### src/rtl/deser_reg.sv
// Serial-to-parallel receiver with per-word bit order and a single-entry output register.
// A completed word that finds the output register full is dropped and flags overflow.
module deser_reg #(
    parameter int DATA_WIDTH = 8
) (
    input  logic                              clk_i,
    input  logic                              rst_i,
    input  logic                              en_i,
    input  logic                              dir_i,
    input  logic                              clr_i,
    input  logic                              ser_vld_i,
    input  logic                              ser_dat_i,
    input  logic                              par_rdy_i,
    output logic                              par_vld_o,
    output logic [DATA_WIDTH-1:0]             par_dat_o,
    output logic                              busy_o,
    output logic [$clog2(DATA_WIDTH+1)-1:0]   bit_cnt_o,
    output logic                              ovf_o
);

    localparam int CW = $clog2(DATA_WIDTH + 1);

    typedef enum logic {
        IDLE,
        RECV
    } state_t;

    state_t                state_q, state_d;
    logic [CW-1:0]         bitCnt_q, bitCnt_d;
    logic [DATA_WIDTH-1:0] sr_q, sr_d;
    logic                  dir_q, dir_d;
    logic                  parVld_q, parVld_d;
    logic [DATA_WIDTH-1:0] parDat_q, parDat_d;
    logic                  ovf_q, ovf_d;

    logic accept;
    logic wordDir;
    logic lastBit;

    assign accept  = ser_vld_i & en_i;
    // The first bit of a word picks the direction; later bits use the latched one.
    assign wordDir = (state_q == IDLE) ? dir_i : dir_q;
    assign lastBit = (bitCnt_q == CW'(DATA_WIDTH - 1));

    always_comb begin
        state_d  = state_q;
        bitCnt_d = bitCnt_q;
        sr_d     = sr_q;
        dir_d    = dir_q;
        parVld_d = parVld_q;
        parDat_d = parDat_q;
        ovf_d    = ovf_q;

        if (parVld_q && par_rdy_i) begin
            parVld_d = 1'b0;
        end

        if (clr_i) begin
            state_d  = IDLE;
            bitCnt_d = '0;
            sr_d     = '0;
            ovf_d    = 1'b0;
        end else if (accept) begin
            if (wordDir) begin
                sr_d = {sr_q[DATA_WIDTH-2:0], ser_dat_i};
            end else begin
                sr_d = {ser_dat_i, sr_q[DATA_WIDTH-1:1]};
            end
            if (state_q == IDLE) begin
                dir_d = dir_i;
            end
            if (lastBit) begin
                state_d  = IDLE;
                bitCnt_d = '0;
                // Load only if the output register is empty or draining this cycle.
                if (!parVld_q || par_rdy_i) begin
                    parVld_d = 1'b1;
                    parDat_d = sr_d;
                end else begin
                    ovf_d = 1'b1;
                end
            end else begin
                state_d  = RECV;
                bitCnt_d = bitCnt_q + CW'(1);
            end
        end
    end

    always_ff @(posedge clk_i or posedge rst_i) begin
        if (rst_i) begin
            state_q  <= IDLE;
            bitCnt_q <= '0;
            sr_q     <= '0;
            dir_q    <= 1'b0;
            parVld_q <= 1'b0;
            parDat_q <= '0;
            ovf_q    <= 1'b0;
        end else begin
            state_q  <= state_d;
            bitCnt_q <= bitCnt_d;
            sr_q     <= sr_d;
            dir_q    <= dir_d;
            parVld_q <= parVld_d;
            parDat_q <= parDat_d;
            ovf_q    <= ovf_d;
        end
    end

    assign par_vld_o = parVld_q;
    assign par_dat_o = parDat_q;
    assign busy_o    = (state_q == RECV);
    assign bit_cnt_o = bitCnt_q;
    assign ovf_o     = ovf_q;

endmodule

### config.mk
export PLATFORM = sky130hd
export DESIGN_NAME = deser_reg
export DESIGN_NICKNAME = d
export VERILOG_FILES = /design/src/rtl/deser_reg.sv
export SDC_FILE = /design/constraint.sdc
export NUM_CORES = 1
export LEC_CHECK = 0
export CORE_AREA = 8 8 58 60
export DETAILED_ROUTE_END_ITERATION = 12
export DIE_AREA = 0 0 66 68
export DONT_BUFFER_PORTS = 1
export PLACE_DENSITY_LB_ADDON = 0.2
export SETUP_SLACK_MARGIN = 0.3
export SYNTH_ARGS = -nofsm -noshare
export SYNTH_HDL_FRONTEND = slang
export SYNTH_SLANG_ARGS = --single-unit
### constraint.sdc
create_clock -name clk_i -period 4.7 [get_ports clk_i]
set_input_delay 0.705 -clock clk_i [delete_from_list [all_inputs] [get_ports clk_i]]
set_output_delay 0.705 -clock clk_i [all_outputs]
set_load 0.05 [all_outputs]
==> out/qor.yml <==
cts:
  cts_post_setup_buffers_inserted: 0
  clk-insertion-delay-late_ns: 0.31
  clock_sinks: 24
  cts_resized: 0
  cts-root-buf: "clkbuf_4"
  h-tree-depth: 1
  cts_tree: "built"
  clockBufferDepth: 2
  cts_buffers: 3
  path_clk_slew_ns: 0.12
  ctsHoldBuffers: 0
worst_setup_path:
  worstSetupStartpointType: "flop"
  cp_cell_sequence: "ha_1, nand3b_4, a2111oi_4, mux2_4"
  crit_slowest_cell: "a2111oi_4"
  crit_required_ns: 4.91
  max_stage_delay_ns: 0.74
  crit_arrival_ns: 2.58
  path_max_fanout: 8
  critPathKind: "flop to flop"
  crit_path_end_kind: "flop"
drt:
  drt-total-wl_um: 2180
  remaining_drc_errors: 0
  drt_iter0_markers: 34
  wire_per_inst_um: 16.9
  via_per_inst: 5.56
  drtPass1Iterations: 2
  vias: 717
  ant_nets: 0
synthesis:
  synthCells: 100
  syn_area_um2: 1130
  syn_area_per_cell_um2: 11.3
  synthFlopType: "dfrtp_1"
  ys_seq_area_share_pct: 53.0
  synth-edff-count: 0
  ys_warn_count: 0
  syn_nets: 109
  async_flop_share_pct: 100
  ys_seq_elements: 24
  yosysUniqueCellTypes: 24
final_layout:
  mostFrequentLayoutCells: "dfrtp_1, mux2i_1, inv_1"
  syn_to_final_growth_pct: 3.75
  layout_commonest_cell: "dfrtp_1"
  multi_input_area_um2: 477
  nNetsFinal: 109
  antennaDiodeCount: 0
  drive_gt1_share_pct: 11.2
  regArea_um2: 601
  fillers: 247
  instances_no_fill: 129
pwr:
  ir_drop_v: 0.000161
  p_sw_uw: 99.0
  combinationalPowerShare_pct: 9.5
  power_density_nw_per_um2: 305
  p_leak_nw: 0.554
  p_seq_share_pct: 65.8
  switching_share_pct: 27.6
  p_total_uw: 359
  p_clk_share_pct: 24.7
  internal_power_uw: 260
sta:
  rsz0062_at_grt: "no"
  tightest_slew_ns: 0.904
  finalSetupTns_ns: 0
  min_period_over_period_pct: 50.5
  setup-violations-final: 0
  maxSlewViolCount: 0
  relSlewSlack_pct: 39.7
  finClkSkew_ns: 0.00201
  hold_viol: 0
  max_freq_ghz: 0.422
  period_needed_ns: 2.37
floorplanning:
  initial_core_util_pct: 44.2
  dieArea_um2: 4490
  die_w_um: 66
  fp-row-count: 19
  chipHeight_um: 68
  ios: 23
  coreArea_um2: 2570
grt:
  grt_antenna_before_repair: 0
  grt_max_degree: 25
  grt_pass1_wl_um: 3600
  grtUsageTotal_pct: 10.4
  overflow: 0
  grt_pass1_vias: 736
placement:
  post-dp-hpwl_um: 1560
  portBuffers: 0
  place_congestion: 0.710
  dp_cells: 126
run_status:
  status: "complete, no violations"
job:
  maxCapViolCount: 0
worst_hold_path:
  hp-class: "primary input to flop"
## cell type report
class | count | share of cell area, %
tap | 31 | 3.30
clock buffer | 3 | 1.91
multi-input combinational | 61 | 40.5
inverter | 10 | 3.19
sequential | 24 | 51.1
## power groups by stage
| stage | clock network [mW] | logic (mW) | registers, mW |
|---|---|---|---|
| finish | 0.0885 | 0.0341 | 0.236 |
| global route | 0.101 | 0.0391 | 0.238 |
| CTS | 0.0947 | 0.0352 | 0.236 |
| detailed placement | 0 | 0.0349 | 0.240 |
| global placement | 0 | 0.0345 | 0.240 |
| floorplan | 0 | 0.0320 | 0.238 |
## through the flow
| stage | instance area, µm² | hold WS (ns) | setup slack [ns] | util (%) |
|---|---|---|---|---|
| 2_1_floorplan | 1130 | 0.498 | 2.54 | - |
| 5_1_grt | 1180 | 0.415 | 2.25 | 45.8 |
| 4_1_cts | 1180 | 0.421 | 2.30 | 45.8 |
| 3_3_place_gp | 1150 | 0.513 | 2.37 | 44.9 |
| 3_5_place_dp | 1150 | 0.530 | 2.34 | 44.9 |
| 6_report | 1180 | 0.441 | 2.33 | 45.8 |
## state kept, by name, indices dropped and copies added, names as in the netlist
register,count
bit_cnt_o,4
busy_o,1
dir_q,1
ovf_o,1
par_dat_o,8
par_vld_o,1
sr_q,8
## final timing paths
check | cells after the start | start | to | slack, ns
min in group asynchronous | 1 | rst_i | bit_cnt_o[3] | 0.46
min | 1 | clr_i | ovf_o | 0.44
max in group asynchronous | 1 | rst_i | sr_q[4] | 3.69
max reg2reg | 4 | bit_cnt_o[0] | par_dat_o[7] | 2.33
min reg2reg | 2 | dir_q | dir_q | 0.55
max | 4 | bit_cnt_o[0] | par_dat_o[7] | 2.33
## critical path, delay by kind of cell (launching register included)
kind            cells  cell delay [ns]
flops               1             0.71
simple gates        1             0.13
compound gates      1             0.74
mux                 1             0.36
fa+ha+maj           1             0.33
## cell families (layout without fill, tap and decap cells)
kind of cell | Yosys count | after routing | share of synthesized area (%)
flip-flops | 24 | 24 | 53.0
AO/OA/AOI/OAI | 21 | 21 | 14.1
AND/OR/NAND/NOR | 21 | 21 | 9.60
multiplexers | 17 | 17 | 16.4
buffers and inverters | 15 | 13 | 4.97
adder cells (fa/ha/maj) | 1 | 1 | 1.10
XOR/XNOR | 1 | 1 | 0.773
## cells in the mapped netlist (2+ instances only)
master    number  area (µm²)
dfrtp_1       24         601
mux2i_1       12         120
inv_1         10        37.5
nor2_1         9        33.8
a21oi_1        7        35.0
a211oi_1       6        45.0
nand2_1        6        22.5
clkbuf_1       5        18.8
mux2_2         2        22.5
mux2_4         2        30.0
nand3_1        2        10.0
o21a_1         2        15.0
o21ai_0        2        10.0
## metal layers
| metal | routed length [µm] | GRT usage [%] |
|---|---|---|
| met3 | 173 | 3.60 |
| met4 | 21 | 5.60 |
| met1 | 961 | 12.9 |
| met2 | 1030 | 15.7 |
| met5 | 0 | 0 |
No activity file was read; power rests on OpenSTA's default activity.
